**src/rtl/serial_subtractor.sv**
```systemverilog
// Bit-serial LSB-first subtractor (a - b) using one full-subtractor cell and a borrow flop.
// Define SERIAL_SUBTRACTOR_ADD_MODE_EN to add an op input (1 = subtract, 0 = add).
module serial_subtractor #(
  parameter int WIDTH = 16
) (
  input  logic             clk,
  input  logic             rst_n,
  input  logic             start,
`ifdef SERIAL_SUBTRACTOR_ADD_MODE_EN
  input  logic             op,
`endif
  input  logic [WIDTH-1:0] a,
  input  logic [WIDTH-1:0] b,
  output logic             busy,
  output logic             done,
  output logic [WIDTH-1:0] diff,
  output logic             bout,
  output logic             ovf,
  output logic [1:0]       fsm_state
);

  localparam int CW = $clog2(WIDTH);
  localparam logic [CW-1:0] LAST = CW'(WIDTH - 1);

  typedef enum logic [1:0] {
    IDLE = 2'd0,
    RUN  = 2'd1,
    DONE = 2'd2
  } state_t;

  state_t           state;
  logic [WIDTH-1:0] sa;
  logic [WIDTH-1:0] sb;
  logic [WIDTH-1:0] res;
  logic             br;
  logic [CW-1:0]    cnt;
  logic             a_msb;
  logic             b_msb;

  logic a0;
  logic b0;
  logic d;
  logic next_br;
  logic sub_mode;
  logic ovf_next;

  assign fsm_state = state;

`ifdef SERIAL_SUBTRACTOR_ADD_MODE_EN
  logic op_q;
  assign sub_mode = op_q;
`else
  assign sub_mode = 1'b1;
`endif

  // One cell: the sum/difference bit is identical; only the borrow/carry term differs.
  assign a0      = sa[0];
  assign b0      = sb[0];
  assign d       = a0 ^ b0 ^ br;
  assign next_br = sub_mode ? ((~a0 & b0) | (~(a0 ^ b0) & br))
                            : ((a0 & b0) | ((a0 ^ b0) & br));
  // On the final step d is the result MSB.
  assign ovf_next = (sub_mode ? (a_msb != b_msb) : (a_msb == b_msb)) && (d != a_msb);

  always_ff @(posedge clk or negedge rst_n) begin
    if (!rst_n) begin
      state <= IDLE;
      sa    <= '0;
      sb    <= '0;
      res   <= '0;
      br    <= 1'b0;
      cnt   <= '0;
      a_msb <= 1'b0;
      b_msb <= 1'b0;
`ifdef SERIAL_SUBTRACTOR_ADD_MODE_EN
      op_q  <= 1'b1;
`endif
      busy  <= 1'b0;
      done  <= 1'b0;
      diff  <= '0;
      bout  <= 1'b0;
      ovf   <= 1'b0;
    end else begin
      done <= 1'b0;
      case (state)
        IDLE, DONE: begin
          if (start) begin
            sa    <= a;
            sb    <= b;
            res   <= '0;
            br    <= 1'b0;
            cnt   <= '0;
            a_msb <= a[WIDTH-1];
            b_msb <= b[WIDTH-1];
`ifdef SERIAL_SUBTRACTOR_ADD_MODE_EN
            op_q  <= op;
`endif
            busy  <= 1'b1;
            state <= RUN;
          end else begin
            state <= IDLE;
          end
        end
        RUN: begin
          res <= {d, res[WIDTH-1:1]};
          sa  <= {1'b0, sa[WIDTH-1:1]};
          sb  <= {1'b0, sb[WIDTH-1:1]};
          br  <= next_br;
          cnt <= cnt + 1'b1;
          if (cnt == LAST) begin
            diff  <= {d, res[WIDTH-1:1]};
            bout  <= next_br;
            ovf   <= ovf_next;
            busy  <= 1'b0;
            done  <= 1'b1;
            state <= DONE;
          end
        end
        default: begin
          busy  <= 1'b0;
          state <= IDLE;
        end
      endcase
    end
  end

endmodule

```
**config.mk**
```make
export PLATFORM = sky130hd
export DESIGN_NAME = serial_subtractor
export DESIGN_NICKNAME = d
export VERILOG_FILES = /design/src/rtl/serial_subtractor.sv
export SDC_FILE = /design/constraint.sdc
export NUM_CORES = 1
export LEC_CHECK = 0
export CAP_MARGIN = 10
export CELL_PAD_IN_SITES_DETAIL_PLACEMENT = 1
export CELL_PAD_IN_SITES_GLOBAL_PLACEMENT = 1
export CORE_ASPECT_RATIO = 2
export CORE_UTILIZATION = 41
export CTS_CLUSTER_DIAMETER = 100
export DETAILED_ROUTE_END_ITERATION = 6
export PLACE_DENSITY_LB_ADDON = 0.25
export SLEW_MARGIN = 20
export SYNTH_ARGS = -nofsm -noshare
export SYNTH_HDL_FRONTEND = slang
export SYNTH_SLANG_ARGS = --single-unit
```
**constraint.sdc**
```tcl
create_clock -name clk -period 2 [get_ports clk]
set_clock_uncertainty 0.2 [all_clocks]
set_input_delay 0.4 -clock clk [delete_from_list [all_inputs] [get_ports clk]]
set_output_delay 0.4 -clock clk [all_outputs]
set_load 0.005 [all_outputs]
```
==> flow_summary.json, run 1 <==
{
  "outcome": "finished, final reports clean",
  "area_growth_pct": 32.02,
  "firstDrtPassIters": 4,
  "cts_inserted_buffers": 9,
  "gp_congestion": 0.7923,
  "internal_power_uw": 4557,
  "synth-edff-count": 0,
  "grt_usage": 0.2061,
  "p_sw_frac": 0.3236,
  "cp-end-kind": "output pin",
  "synth.distinct_cells": 32,
  "synth-main-ff-cell": "dfrtp_1",
  "hold_path.class": "reg2reg",
  "worst_pin_slew_ns": 0.7662,
  "grt_busiest_layer": "met2",
  "io_buffers": 56,
  "dp_hpwl_um": 4862,
  "path_max_fanout": 4,
  "finalHoldViolCount": 0,
  "maxSlewHeadroom": 0.4887,
  "finalCritPeriodShare": 0.9495,
  "reg2reg_to": "diff[8]",
  "netSwitchingPower_uw": 2180,
  "grt_max_degree": 35,
  "root_buffer": "clkbuf_16",
  "ys_seq_area_frac": 0.6129,
  "hold_depth": 2,
  "use_met1": 0.2344,
  "die_h_um": 125.0,
  "multi_input_area_mm2": 0.001074,
  "start_util": 0.4270,
  "power.share.clock": 0.257,
  "yosys.area.top_type_share": 0.6129,
  "p_per_area_mw_per_mm2": 1644,
  "syn_nets": 295,
  "slowest_delay_ns": 0.53,
  "synth-seq-cells": 76,
  "finalSetupViolCount": 0,
  "power.leakage_uw": 0.001891,
  "crit_path_start_kind": "flop",
  "avgSynthCellArea_um2": 12.03,
  "min-delay-start": "sa[9]",
  "crit_arrival_ns": 1.30,
  "vias": 2254,
  "yosysWarnings": 0,
  "fin_crit_ns": 1.899,
  "die_area_mm2": 0.007941,
  "cp_top_family": "buffers and inverters",
  "cp.required_ns": 1.40,
  "overflow": 0,
  "power_frac_comb": 0.346,
  "grt_pass1_vias": 2460,
  "wl_per_cell_um": 17.45,
  "final_core_util": 0.5637,
  "maxCapViolations": 0,
  "clk_pin_slew_worst_paths_ns": 0.06,
  "hold_ws_ns": 0.3011,
  "antenna_found_initial": 0,
  "placementRows": 44,
  "ys_top_cells_by_area": "dfrtp_1 61%, a22oi_1 7.0%, mux2_2 5.8%, a22o_1 5.4%, nand3_1 5.0%",
  "cts_sinks": 76,
  "insertedDiodeCount": 0,
  "regArea_mm2": 0.001902,
  "fmax_mhz": 526.6,
  "cts_buffer_depth": 2,
  "final_max_slew_viol_count": 0,
  "grt_pass1_wl_um": 12300,
  "critPathKind": "reg2out",
  "drtIter0Drc": 56,
  "antenna_left": 0,
  "ff2ff_path_depth": 3,
  "drc": 0,
  "regToRegSetupSlack_ns": 0.18,
  "p_seq_frac": 0.397,
  "holdPathEnd": "sa[9]",
  "power_uw": 6736,
  "met2_usage": 0.3498,
  "path_cells": "clkdlybuf4s50_1",
  "core_area_mm2": 0.007267,
  "clock_latency_ns": 0.33,
  "die_width_um": 63.52,
  "critPathSlowestCell": "clkdlybuf4s50_1",
  "syn_inst": 258,
  "synth-async-reset-ratio": 1.000,
  "avgViaCountPerCell": 5.458,
  "synthesis.area_mm2": 0.003103,
  "peakVddDrop_v": 0.0006762,
  "cts-resized-gates": 0,
  "nets": 353,
  "cts_max_level": 3,
  "critPathBufInv": 1,
  "cts_tree": "yes",
  "synth_common_cells": "76 x dfrtp_1, 39 x nand2_1, 31 x nand3_1",
  "r2r-start": "cnt[0]",
  "ios": 57,
  "fill_cells": 741,
  "yosysTopAreaCell": "dfrtp_1",
  "synth.most_common_cell": "dfrtp_1",
  "grt_util_met3": 0.04471,
  "tns_ns": 0,
  "rsz0062_at_grt": "false",
  "drt-total-wl_um": 7207,
  "drive_above_1_share": 0.1433
}
-- worst register-to-register path, delay by kind of cell (launching register included) --
family	cells	cell delay, ns
fa+ha+maj	1	0.27
flops	1	0.41
simple gates	1	0.43
mux	1	0.39
-- stage by stage --
stage                     instances  instance area (um^2)  setup slack, ns
after global routing            413                  4096          0.06048
after global placement          396                  3767         -0.08518
final                           413                  4096           0.1010
after detailed placement        396                  3767          -0.1510
after floorplan                 258                  3103           0.2289
after CTS                       413                  4096          0.07325
-- timing repair --
item	CTS	global route
buffers inserted	0	0
hold buffers	1	0
endpoints found under the setup margin	0	0
endpoints found under the hold margin	23	0
-- power groups by stage --
stage / clock [uW] / combinational [uW] / sequential (uW)
floorplan: 0 / 1530 / 2570
finish: 1730 / 2330 / 2670
detailed placement: 0 / 2350 / 2690
CTS: 1760 / 2380 / 2680
global placement: 0 / 2260 / 2660
global route: 1830 / 2610 / 2760
-- sequential cells by signal, summed over array words and instances (netlist names) --
signal     flops
cnt            4
sa            16
busy           1
done           1
bout           1
br             1
b_msb          1
ovf            1
diff          16
sb            16
a_msb          1
res           15
fsm_state      2
-- worst max path at each step --
stage	startpoint	end	slack, ns	cells after the start
floorplan	fsm_state[0]	diff[10]	0.23	6
global placement	start	res[7]	-0.09	4
detailed placement	start	res[2]	-0.15	4
CTS	fsm_state[1]	fsm_state[1]	0.07	1
global route	fsm_state[1]	fsm_state[1]	0.06	1
finish	fsm_state[1]	fsm_state[1]	0.10	1
-- cells in the final DEF (no fill, tap or decap), drive strengths merged --
cell type | netlist | layout
dfrtp | 76 | 76
clkdlybuf4s50 | 0 | 55
nand2 | 39 | 39
nand3 | 31 | 31
a22oi | 29 | 29
a22o | 19 | 19
mux2 | 17 | 17
buf | 7 | 12
clkbuf | 14 | 12
inv | 3 | 3
nand2b | 3 | 3
mux2i | 3 | 3
o21ai | 2 | 2
bufinv | 0 | 2
nor2b | 2 | 2
and4 | 2 | 2
nor2 | 2 | 2
and2b | 1 | 1
nor3 | 1 | 1
a221o | 1 | 1
nand3b | 1 | 1
o22ai | 1 | 1
o2bb2ai | 1 | 1
nand4 | 1 | 1
fa | 1 | 1
ha | 1 | 1
clkinvlp | 0 | 1
clkinv | 0 | 1
dlygate4sd3 | 0 | 1
-- cell families (layout without fill, tap and decap cells) --
logic type | after synthesis | after routing | synth area share
adder cells (fa/ha/maj) | 2 | 2 | 0.01048
AND/OR/NAND/NOR | 83 | 83 | 0.1278
flip-flops | 76 | 76 | 0.6129
AO/OA/AOI/OAI | 53 | 53 | 0.1351
multiplexers | 20 | 20 | 0.07258
buffers and inverters | 24 | 87 | 0.04113
-- layout make-up --
| class | count | share of cell area |
|---|---|---|
| Clock buffer | 12 | 0.06017 |
| Clock inverter | 4 | 0.01772 |
| Inverter | 3 | 0.002749 |
| Multi-Input combinational cell | 158 | 0.2621 |
| Sequential cell | 76 | 0.4643 |
| Tap cell | 92 | 0.02810 |
| Timing Repair Buffer | 68 | 0.1649 |
-- metal layers --
| metal | wire, um | vias to the layer above | part of all wire |
|---|---|---|---|
| li1 | - | 1040 | - |
| met5 | 0 | - | 0 |
| met2 | 3997 | 45 | 0.55 |
| met4 | 195 | 0 | 0.027 |
| met1 | 2858 | 1154 | 0.40 |
| met3 | 155 | 15 | 0.022 |
Note: power is estimated with default switching activity, not from simulation.
==> run 2, diff against run 1 <==
Settings changed: CORE_UTILIZATION 41 to 30, GPL_TIMING_DRIVEN set to 0.
Clock period 2 ns to 1.6 ns, I/O delays scaled along.
==> run 2 against run 1 <==
  * The flow now finishes with violations (negative setup slack)
  * Total power grew 40%
  * Sequential power grew 26%
  * Via count grew 7.1%
  * Critical path type is now reg2reg
  * Critical endpoint is now diff[6]
==> flow_summary.json, run 2 (synthesis gave the netlist of run 1 again) <==
{
  "top_regs": "diff (16), sa (16), sb (16)",
  "finalHoldViolCount": 0,
  "hold_path.class": "reg2reg",
  "vias": 2414,
  "fin_ws_ns": -0.1040,
  "maxCapViolations": 0,
  "grt_util_met3": 0.04224,
  "die_area_mm2": 0.01078,
  "dp_cells": 450,
  "met2_usage": 0.2823,
  "drive_above_1_share": 0.3222,
  "cp.depth": 5,
  "cts_max_level": 3,
  "ios": 57,
  "insertedDiodeCount": 0,
  "cp.required_ns": 1.62,
  "tns_ns": -1.069,
  "grt_pass1_vias": 2635,
  "hold_ws_ns": 0.2990,
  "drt-total-wl_um": 8189,
  "hold_depth": 2,
  "rsz0062_at_grt": "true",
  "cts_buffer_depth": 2,
  "slowest_delay_ns": 0.38,
  "area_growth_pct": 51.09,
  "firstDrtPassIters": 4,
  "fmax_mhz": 586.9,
  "final_cell_mix": "76 x dfrtp_1, 39 x nand2_1, 33 x clkdlybuf4s50_1",
  "drc": 0,
  "root_buffer": "clkbuf_16",
  "grt_max_degree": 40,
  "grt_busiest_layer": "met2",
  "fin_crit_ns": 1.704,
  "layout_commonest_cell": "dfrtp_1",
  "die_width_um": 73.92,
  "gp_congestion": 0.7835,
  "critPathSlowestCell": "dfrtp_1",
  "cts_tree": "yes",
  "finalSetupViolCount": 14,
  "cts_sinks": 76,
  "critPathKind": "reg2reg",
  "avgViaCountPerCell": 4.877,
  "worst_pin_slew_ns": 0.5473,
  "clk_pin_slew_worst_paths_ns": 0.06,
  "path_cells": "ha_2 -> and4_4 -> buf_8 -> clkbuf_16 -> mux2_4",
  "path_max_fanout": 6,
  "wl_per_cell_um": 16.54,
  "grt_pass1_wl_um": 13470,
  "antenna_left": 0,
  "cts_inserted_buffers": 9,
  "cp_top_family": "flip-flops",
  "nets": 392,
  "place_ws_ns": -0.6019,
  "final_max_slew_viol_count": 0,
  "finalCritPeriodShare": 1.065,
  "clock_latency_ns": 0.34,
  "fill_cells": 1042,
  "use_met1": 0.1930,
  "placementRows": 52,
  "violations": "negative setup slack",
  "peakVddDrop_v": 0.0007310,
  "overflow": 0,
  "antenna_found_initial": 0,
  "ff2ff_path_depth": 5,
  "critPathBufInv": 2,
  "power.leakage_uw": 0.002211,
  "drtIter0Drc": 103,
  "start_util": 0.3077,
  "dp_hpwl_um": 5378,
  "power_uw": 9432,
  "outcome": "finished with violations",
  "crit_path_start_kind": "flop",
  "maxSlewHeadroom": 0.6351,
  "crit_arrival_ns": 1.73,
  "final_cells": 495,
  "cp-end-kind": "flop",
  "io_buffers": 56,
  "core_area_mm2": 0.01008,
  "p_per_area_mw_per_mm2": 2012,
  "grt_usage": 0.1665,
  "die_h_um": 145.8
}
==> run 2: worst paths after layout <==
| check | from | end | slack [ns] |
|---|---|---|---|
| setup / recovery | cnt[1] | diff[6] | -0.10 |
| hold / removal | b_msb | b_msb | 0.30 |
| setup reg to reg | cnt[1] | diff[6] | -0.10 |
| hold reg to reg | b_msb | b_msb | 0.30 |
| max in group asynchronous | rst_n | sa[4] | 0.29 |
| min in group asynchronous | rst_n | ovf | 0.31 |
==> run 2: layout make-up <==
type	count	area, um^2	share of cell area
Clock buffer	12	246.5	0.05258
Multi-Input combinational cell	158	1256	0.2679
Clock inverter	4	72.57	0.01548
Inverter	3	11.26	0.002402
Timing Repair Buffer	89	828.3	0.1767
Tap cell	135	168.9	0.03603
Buffer	18	202.7	0.04323
Sequential cell	76	1902	0.4057
==> run 2: where the power goes <==
part / internal [uW] / total, uW / switching (uW)
clock: 1410 / 2180 / 775
combinational: 2180 / 3880 / 1700
sequential: 2780 / 3370 / 595
total: 6360 / 9430 / 3070
==> run 2: per-layer routing <==
layer	part of all wire	up-vias
met5	0	-
met3	0.029	14
li1	-	1123
met4	0.025	0
met2	0.56	43
met1	0.39	1234
==> run 2: worst min-delay path: cells and delay by family (launching register included) <==
kind / cells / cell delay (ns)
simple gates: 2 / 0.11
flops: 1 / 0.35
==> run 2: what timing repair did <==
action / CTS / global route
cloned: 1 / 3
pin swaps: 3 / 5
setup buffers: 24 / 6
hold buffers: 1 / 0
setup endpoints to repair: 92 / 72
gates resized for setup: 77 / 38
endpoints found under the hold margin: 38 / 0
==> run 2: metrics by stage <==
step	util	cell area (um^2)
floorplan	-	3137
global placement	0.3834	3866
detailed placement	0.3851	3884
CTS	0.4500	4538
global route	0.4649	4688
finish	0.4649	4688
